<file path="config.mk">
export PLATFORM = sky130hd
export DESIGN_NAME = siso_tx_scheduler
export DESIGN_NICKNAME = d
export VERILOG_FILES = /design/src/rtl/siso_tx_pkg.sv /design/src/rtl/siso_rr_arbiter.sv /design/src/rtl/siso_tx_scheduler.sv
export SDC_FILE = /design/constraint.sdc
export NUM_CORES = 1
export LEC_CHECK = 0
export ABC_AREA = 1
export CAP_MARGIN = 40
export CORE_ASPECT_RATIO = 1.25
export CORE_MARGIN = 2
export CORE_UTILIZATION = 40
export CTS_BUF_LIST = sky130_fd_sc_hd__clkbuf_16
export DETAILED_ROUTE_END_ITERATION = 8
export PLACE_DENSITY_LB_ADDON = 0.08
export SETUP_SLACK_MARGIN = 0.2
export SLEW_MARGIN = 15
export SYNTH_ARGS = -nofsm -noshare
export SYNTH_HDL_FRONTEND = slang
export SYNTH_HIERARCHICAL = 1
export SYNTH_SLANG_ARGS = --single-unit
</file>
<file path="constraint.sdc">
create_clock -name clk -period 2.3 [get_ports clk]
set_clock_uncertainty 0.2 [all_clocks]
set_input_delay 0.345 -clock clk [delete_from_list [all_inputs] [get_ports clk]]
set_output_delay 0.345 -clock clk [all_outputs]
set_load 0.05 [all_outputs]
</file>
<file path="src/rtl/siso_tx_pkg.sv">
// Shared state encoding and sizing helpers for the serial TX scheduler.
// SISO_TX_PARITY_EN appends one even-parity bit to every frame.
package siso_tx_pkg;

    typedef enum logic [1:0] {IDLE, SHIFT, GAP} state_t;

`ifdef SISO_TX_PARITY_EN
    localparam int PARITY_BITS = 1;
`else
    localparam int PARITY_BITS = 0;
`endif

    // Bit counter must index every bit of the longest frame.
    function automatic int cnt_width(input int width);
        return $clog2(width + 1);
    endfunction

    function automatic int frame_len(input int width);
        return width + PARITY_BITS;
    endfunction

endpackage

</file>
<file path="src/rtl/siso_rr_arbiter.sv">
// Combinational round-robin grant: first valid requester after 'last', with wrap.
module siso_rr_arbiter #(
    parameter int NUM_REQ = 4,
    parameter int IDW     = $clog2(NUM_REQ)
) (
    input  logic [NUM_REQ-1:0] req_valid,
    input  logic [IDW-1:0]     last,
    output logic [NUM_REQ-1:0] gnt,
    output logic [IDW-1:0]     gnt_idx,
    output logic               gnt_any
);

    always_comb begin
        logic [IDW-1:0] idx;
        idx     = '0;
        gnt     = '0;
        gnt_idx = '0;
        gnt_any = 1'b0;
        for (int k = 1; k <= NUM_REQ; k++) begin
            idx = IDW'((int'(last) + k) % NUM_REQ);
            if (!gnt_any && req_valid[idx]) begin
                gnt_any  = 1'b1;
                gnt[idx] = 1'b1;
                gnt_idx  = idx;
            end
        end
    end

endmodule

</file>
<file path="src/rtl/siso_tx_scheduler.sv">
// Round-robin scheduler sharing one LSB-first serial line among NUM_REQ requesters.
// Define SISO_TX_PARITY_EN to append an even-parity bit after each word.
module siso_tx_scheduler
    import siso_tx_pkg::*;
#(
    parameter int NUM_REQ    = 4,
    parameter int WIDTH      = 4,
    parameter int GAP_CYCLES = 1
) (
    input  logic                       clk,
    input  logic                       reset,
    input  logic [NUM_REQ-1:0]         req_valid,
    input  logic [NUM_REQ*WIDTH-1:0]   req_data,
    output logic [NUM_REQ-1:0]         req_ready,
    output logic                       so,
    output logic                       so_valid,
    output logic [$clog2(NUM_REQ)-1:0] grant_id,
    output logic                       busy,
    output logic                       frame_done
);

    localparam int IDW  = $clog2(NUM_REQ);
    localparam int FLEN = frame_len(WIDTH);
    localparam int CW   = cnt_width(WIDTH);

    state_t             state;
    logic [IDW-1:0]     last;
    logic [IDW-1:0]     gnt_idx;
    logic [NUM_REQ-1:0] gnt;
    logic               gnt_any;
    logic [WIDTH-1:0]   word_w;
    logic [FLEN-1:0]    frame_w;
    logic [FLEN-1:0]    shreg;
    logic [CW-1:0]      bit_cnt;
    logic [3:0]         gap_cnt;

    siso_rr_arbiter #(.NUM_REQ(NUM_REQ), .IDW(IDW)) u_arb (
        .req_valid (req_valid),
        .last      (last),
        .gnt       (gnt),
        .gnt_idx   (gnt_idx),
        .gnt_any   (gnt_any)
    );

    // Ready is masked during reset so nothing looks accepted while held.
    assign req_ready = (reset && state == IDLE) ? gnt : '0;
    assign word_w    = req_data[gnt_idx*WIDTH +: WIDTH];

`ifdef SISO_TX_PARITY_EN
    assign frame_w = {^word_w, word_w};
`else
    assign frame_w = word_w;
`endif

    always_ff @(posedge clk or negedge reset) begin
        if (!reset) begin
            state      <= IDLE;
            last       <= IDW'(NUM_REQ - 1);
            grant_id   <= '0;
            shreg      <= '0;
            bit_cnt    <= '0;
            gap_cnt    <= '0;
            so         <= 1'b0;
            so_valid   <= 1'b0;
            busy       <= 1'b0;
            frame_done <= 1'b0;
        end else begin
            case (state)
                IDLE: if (gnt_any) begin
                    // Bit 0 goes straight onto so; shreg holds the remainder.
                    state    <= SHIFT;
                    grant_id <= gnt_idx;
                    last     <= gnt_idx;
                    shreg    <= frame_w >> 1;
                    bit_cnt  <= '0;
                    so       <= frame_w[0];
                    so_valid <= 1'b1;
                    busy     <= 1'b1;
                end
                SHIFT: if (bit_cnt == CW'(FLEN - 1)) begin
                    so         <= 1'b0;
                    so_valid   <= 1'b0;
                    frame_done <= 1'b0;
                    gap_cnt    <= '0;
                    if (GAP_CYCLES > 0) begin
                        state <= GAP;
                    end else begin
                        state <= IDLE;
                        busy  <= 1'b0;
                    end
                end else begin
                    bit_cnt    <= bit_cnt + CW'(1);
                    so         <= shreg[0];
                    shreg      <= shreg >> 1;
                    frame_done <= (bit_cnt == CW'(FLEN - 2));
                end
                GAP: if (gap_cnt == 4'(GAP_CYCLES - 1)) begin
                    state <= IDLE;
                    busy  <= 1'b0;
                end else begin
                    gap_cnt <= gap_cnt + 4'd1;
                end
                default: state <= IDLE;
            endcase
        end
    end

endmodule

</file>
==> run_results.csv, run 1 <==
group,metric,value,unit
grt,overflow,0,
pwr,combPwrFrac,78.3,%
floorplan,dieArea,4520,µm²
pwr,p_sw_share,49.1,%
worst_setup_path,cp.arrival,1.99,ns
timing,fin_setup_tns,-1.60,ns
grt,antenna_found_initial,0,
timing,timing.final.ws_setup,-0.240,ns
pwr,ir_drop,0.981,mV
final_layout,design_area,2540,µm²
clock_network,cts_hold_buf,0,
floorplan,io_pins,32,
floorplan,core,3820,µm²
logic_synthesis,synth_top_area_share,28.2,%
route,ant_nets,0,
clock_network,clk_latency,0.25,ns
route,wl_per_cell,12.1,µm
logic_synthesis,ys_ff_latch,20,
floorplan,die_h,74.7,µm
placement,gp_congestion,0.891,
grt,track_usage,18.6,%
logic_synthesis,synth.area.top_cells,"dfrtp_1 (28%), nand2_1 (14%), ha_1 (11%)",
pwr,power_leakage,1.26,nW
grt,grt_start_max_net_pins,21,
min_path,hold_class,"input pin to async pin",
final_layout,stdcell_count,341,
grt,grt_pass1_wl,6520,µm
worst_setup_path,crit_path_start_kind,"register",
timing,rsz0062_at_grt,"true",
route,vias_per_cell,4.74,
clock_network,cts-buffers-inserted,3,
timing,slew_headroom,66.8,%
worst_setup_path,cp_max_fo,6,
placement,dp_hpwl,3000,µm
grt,grt_pass1_vias,1546,
route,met1_length,1740,µm
final_layout,area_growth,59.3,%
worst_setup_path,required,1.75,ns
route,wl,4110,µm
route,top_layer,"met4",
clock_network,root_buffer,"clkbuf_16",
outcome,status,"finished, violations left",
route,vias,1617,
final_layout,num-nets-final,324,
timing,setup_violations,10,
route,wl_met2,2260,µm
clock_network,htree_levels,1,
timing,final_hold_viol_count,0,
final_layout,drive_gt1_share,34.1,%
run,maxCapViolations,0,
placement,place_inst,329,
logic_synthesis,synth_cells,227,
logic_synthesis,synth.avg_cell_area,7.04,µm²
logic_synthesis,yosysSeqAreaShare,31.5,%
clock_network,clk_pin_slew_worst_paths,0.05,ns
logic_synthesis,yosys.area.top_type,"dfrtp_1",
pwr,clkPwrFrac,8.2,%
logic_synthesis,yosys_warnings,6,
timing,tightestPinTransition,0.497,ns
clock_network,clk_path_buf_depth,2,
logic_synthesis,syn-num-nets,263,
logic_synthesis,synth_area,1600,µm²
outcome,violations,"setup timing",
pwr,switching_power,0.00209,W
floorplan,start_util,41.9,%
timing,clock.fmax,0.394,GHz
logic_synthesis,yosysUniqueCellTypes,25,
clock_network,cts_tree,"done",
pwr,p_seq_share,13.5,%
final_layout,diodes,0,
route,wl_met3,49,µm
route,drc_errors,0,
worst_setup_path,end_kind,"primary output",
route,drtIter0Drc,65,
worst_setup_path,worstSetupPathType,"register to primary output",
timing,drv_slew,0,
timing,fin_crit,2.54,ns
floorplan,rows,25,
placement,place_area,2220,µm²
route,drtPass1Iterations,4,
floorplan,die_x,60.5,µm
pwr,total_power,0.00427,W
pwr,powerDensity,1680,nW/µm²
placement,port_buffers,31,
timing,post-route-period-util,110,%
pwr,p_int,0.00217,W
clock_network,clkSinkCount,20,
==> stage by stage <==
step / worst slack (ns) / hold slack [ns] / util, %
floorplan: 0.00716 / -0.151 / -
global placement: -0.0775 / 0.265 / 58.3
detailed placement: -0.0751 / 0.270 / 58.3
CTS: -0.228 / 0.276 / 63.6
global route: -0.324 / 0.313 / 66.7
finish: -0.240 / 0.264 / 66.7
==> power groups by stage <==
stage / registers, W / logic, W / clock network, W
floorplan: 0.000756 / 0.00160 / 0
global placement: 0.000581 / 0.00261 / 0
detailed placement: 0.000583 / 0.00260 / 0
CTS: 0.000578 / 0.00293 / 0.000357
global route: 0.000591 / 0.00364 / 0.000369
finish: 0.000575 / 0.00334 / 0.000349
==> worst max-delay path, stage by stage (launching register included) <==
cell and delay [ns]:
dfstp_2 0.56, inv_4 0.06, ha_4 0.29, inv_4 0.05, nand2_4 0.07, nand2_4 0.06
nor2_8 0.15, nand3_2 0.09, nand3_2 0.09, inv_2 0.04, nor2_4 0.12, buf_12 0.15
==> per-layer routing <==
metal	vias to the layer above	track usage (%)
met5	-	0
met4	0	4.35
met3	7	1.20
met2	14	35.7
met1	756	22.3
li1	840	-
==> timing repair <==
| action | 4_1_cts | 5_1_grt |
|---|---|---|
| buffers inserted | 5 | 2 |
| pin swaps | 11 | 5 |
| gates resized for setup | 20 | 17 |
| endpoints found under the setup margin | 11 | 17 |
| cloned | 0 | 1 |
| hold endpoints to repair | 0 | 0 |
==> cell usage after synthesis, drive strengths merged <==
cell	n
nand2	73
inv	36
nand3	34
dfrtp	18
nor2	18
ha	14
o21ai	9
a21oi	7
nand4	6
a21boi	4
dfstp	2
xor2	2
a31oi	1
buf	1
clkinv	1
o22ai	1
==> sequential cells by signal, summed over array words and instances, names as in the netlist <==
name / flops
gap_cnt: 4
bit_cnt: 3
shreg: 3
grant_id: 2
last: 2
state: 2
busy: 1
frame_done: 1
so: 1
so_valid: 1
==> final timing paths <==
kind | slack (ns) | startpoint | depth (start not counted) | to
min in group clk | 0.28 | shreg[1] | 2 | shreg[1]
max in group asynchronous | 1.37 | reset | 2 | last[0]
hold / removal | 0.26 | reset | 2 | shreg[0]
setup / recovery | -0.24 | last[0] | 11 | req_ready[3]
hold reg to reg | 0.28 | shreg[1] | 2 | shreg[1]
setup reg to reg | -0.17 | last[0] | 16 | shreg[1]
==> cells in the final DEF, fill, tap and decap left out, drive strengths merged <==
master	instances
clkbuf	4
clkdlybuf4s50	27
dfrtp	18
clkinv	2
o21ai	9
dfstp	2
a31oi	1
nand4	6
buf	29
nand3	34
a21oi	7
nor2	18
ha	14
nand2	73
o22ai	1
a21boi	4
inv	36
xor2	2
==> layout make-up <==
class	count	area (µm²)
timing repair buffer	57	587
inverter	37	153
multi-input combinational	169	1160
sequential	20	503
clock buffer	3	75.1
tap	54	67.6
clock inverter	1	3.75
fill	336	1270
==> cells by family (layout without fill, tap and decap cells) <==
| family | count (synthesis) | count (layout) | synth area share [%] |
|---|---|---|---|
| XOR/XNOR | 2 | 2 | 1.10 |
| buffers and inverters | 38 | 98 | 9.24 |
| flip-flops | 20 | 20 | 31.5 |
| AO/OA/AOI/OAI | 22 | 22 | 7.91 |
| adder cells (fa/ha/maj) | 14 | 14 | 11.0 |
| AND/OR/NAND/NOR | 131 | 131 | 39.3 |
No activity file was read; power rests on OpenSTA's default activity.
==> inputs of run 2 (changes only) <==
--- a/config.mk
+++ b/config.mk
@@ -11,6 +11,7 @@
 export CORE_MARGIN = 2
 export CORE_UTILIZATION = 40
 export CTS_BUF_LIST = sky130_fd_sc_hd__clkbuf_16
+export CTS_CLUSTER_SIZE = 40
 export DETAILED_ROUTE_END_ITERATION = 8
 export PLACE_DENSITY_LB_ADDON = 0.08
 export SETUP_SLACK_MARGIN = 0.2
==> results of run 2 <==
Same layout as run 1: the final DEF is identical, and so are final timing and power.
==> inputs of run 3 (changes only) <==
--- a/config.mk
+++ b/config.mk
@@ -13,6 +13,8 @@
 export CTS_BUF_LIST = sky130_fd_sc_hd__clkbuf_16
 export CTS_CLUSTER_SIZE = 40
 export DETAILED_ROUTE_END_ITERATION = 8
+export HOLD_SLACK_MARGIN = 0.03
+export MAX_ROUTING_LAYER = met4
 export PLACE_DENSITY_LB_ADDON = 0.08
 export SETUP_SLACK_MARGIN = 0.2
 export SLEW_MARGIN = 15
==> run_results.csv, run 3 (synthesis gave the netlist of run 1 again) <==
group,metric,value,unit
outcome,status,"finished, violations left",
outcome,violations,"setup timing",
worst_setup_path,cp_slowest_cell,"dfstp_2",
final_layout,final_cell_mix,"nand2_1 (55), clkdlybuf4s50_1 (27), buf_4 (26)",
timing,timing.final.ws_setup,-0.265,ns
route,wl,4260,µm
worst_setup_path,cpLargestDelayFamily,"flip-flops",
floorplan,start_util,41.9,%
clock_network,cts_tree,"done",
placement,port_buffers,31,
placement,dp_hpwl,3130,µm
route,met1_length,1810,µm
timing,rsz0062_at_grt,"true",
route,drtIter0Drc,50,
route,drc_errors,0,
clock_network,clk_pin_slew_worst_paths,0.05,ns
worst_setup_path,crit_end,"req_ready[3]",
route,drtPass1Iterations,4,
route,ant_nets,0,
grt,grt_pass1_vias,1611,
final_layout,final_common_cell,"nand2_1",
timing,clock.fmax,0.390,GHz
worst_setup_path,cp_max_fo,6,
route,top_layer,"met4",
pwr,powerDensity,1640,nW/µm²
final_layout,area_growth,57.9,%
final_layout,num-fill-cells,346,
worst_setup_path,max_stage_delay,0.56,ns
final_layout,stdcell_count,345,
clock_network,htree_levels,1,
pwr,ir_drop,0.710,mV
clock_network,clkSinkCount,20,
clock_network,clk_path_buf_depth,2,
worst_setup_path,end_kind,"primary output",
grt,grt_pass1_wl,6800,µm
final_layout,diodes,0,
worst_setup_path,crit_path_start_kind,"register",
timing,fin_crit,2.57,ns
clock_network,cts_hold_buf,0,
timing,final_hold_viol_count,0,
route,wl_met2,2320,µm
timing,post-route-period-util,112,%
placement,place_inst,329,
worst_setup_path,regToRegEndpoint,"shreg[1]",
grt,track_usage,20.4,%
grt,overflow,0,
floorplan,die_x,60.5,µm
worst_setup_path,worstSetupPathType,"register to primary output",
grt,grt_start_max_net_pins,21,
final_layout,reg_top3,"gap_cnt (4), bit_cnt (3), shreg (3)",
floorplan,core,3820,µm²
clock_network,cts-buffers-inserted,3,
timing,fin_setup_tns,-1.55,ns
placement,gp_congestion,0.911,
route,wl_met3,79,µm
worst_setup_path,cp.depth,9,
clock_network,root_buffer,"clkbuf_16",
route,vias,1632,
final_layout,drive_gt1_share,32.6,%
pwr,power_leakage,1.26,nW
worst_setup_path,timing.rr.start,"last[0]",
route,wl_per_cell,12.4,µm
timing,tightestPinTransition,0.496,ns
final_layout,postLayoutCoreUtil,66.1,%
final_layout,num-nets-final,328,
final_layout,largest_reg_flops,4,
worst_setup_path,r2r_setup_slack,-0.16,ns
run,maxCapViolations,0,
floorplan,die_h,74.7,µm
timing,setup_violations,9,
route,vias_per_cell,4.73,
worst_setup_path,required,1.75,ns
clock_network,clk_latency,0.25,ns
min_path,worstHoldPathCells,2,
timing,drv_slew,0,
worst_setup_path,cp_cell_sequence,"inv_4 > ha_4 > nand3_4 > a21boi_0 > a21oi_2 > nand3_2 > inv_2 > nor2_4 > buf_12",
final_layout,final-seq-area,503,µm²
worst_setup_path,cp.arrival,2.02,ns
grt,antenna_found_initial,0,
floorplan,dieArea,4520,µm²
floorplan,rows,25,
floorplan,io_pins,32,
worst_setup_path,crit_buf_inv,3,
timing,slew_headroom,66.8,%
min_path,hold_class,"register to register",
final_layout,top_register,"gap_cnt",
worst_setup_path,ff2ff_path_depth,17,
final_layout,multi_input_area,1110,µm²
worst_setup_path,crit_path_start,"last[0]",
[run 3: timing repair]
item | in CTS | in global routing
pin swaps | 6 | 12
resized for setup | 13 | 14
cloned | 0 | 1
endpoints found under the setup margin | 16 | 18
buffers inserted | 6 | 5
[run 3: area by class of cell]
type                       count  area share, %
clock inverter                 1          0.149
timing repair buffer          61           24.3
multi-input combinational    169           43.9
inverter                      37           6.05
tap                           54           2.68
sequential                    20           19.9
clock buffer                   3           2.97
[run 3: stage by stage]
stage,area (µm²),setup slack (ns),power [W],hold slack (ns)
2_1_floorplan,1670,0.00716,0.00235,-0.151
3_3_place_gp,2220,-0.0752,0.00320,0.265
3_5_place_dp,2220,-0.0896,0.00320,0.269
4_1_cts,2410,-0.235,0.00382,0.280
5_1_grt,2520,-0.345,0.00447,0.309
6_report,2520,-0.265,0.00414,0.279
[run 3: power by group]
group          internal (W)  total (W)  switching [W]
clock              0.000232   0.000356       0.000125
combinational       0.00141    0.00321        0.00180
sequential         0.000493   0.000578      0.0000851
total               0.00214    0.00414        0.00201
[run 3: worst min-delay path by stage]
stage / startpoint / slack (ns) / to
final: grant_id[0] / 0.28 / grant_id[0]
after global routing: last[0] / 0.31 / last[0]
after CTS: busy / 0.28 / busy
after detailed placement: busy / 0.27 / busy
after global placement: shreg[1] / 0.26 / shreg[1]
after floorplan: reset / -0.15 / bit_cnt[0]
[run 3: worst min-delay path, stage by stage (launching register included)]
cell	delay [ns]
dfrtp_1	0.34
nand2_1	0.05
nand2_1	0.05
[run 3: per-layer routing]
layer / up-vias / GRT usage [%]
met3: 4 / 2.41
met1: 759 / 23.7
li1: 852 / -
met2: 17 / 35.1
met5: - / -
met4: 0 / 8.94
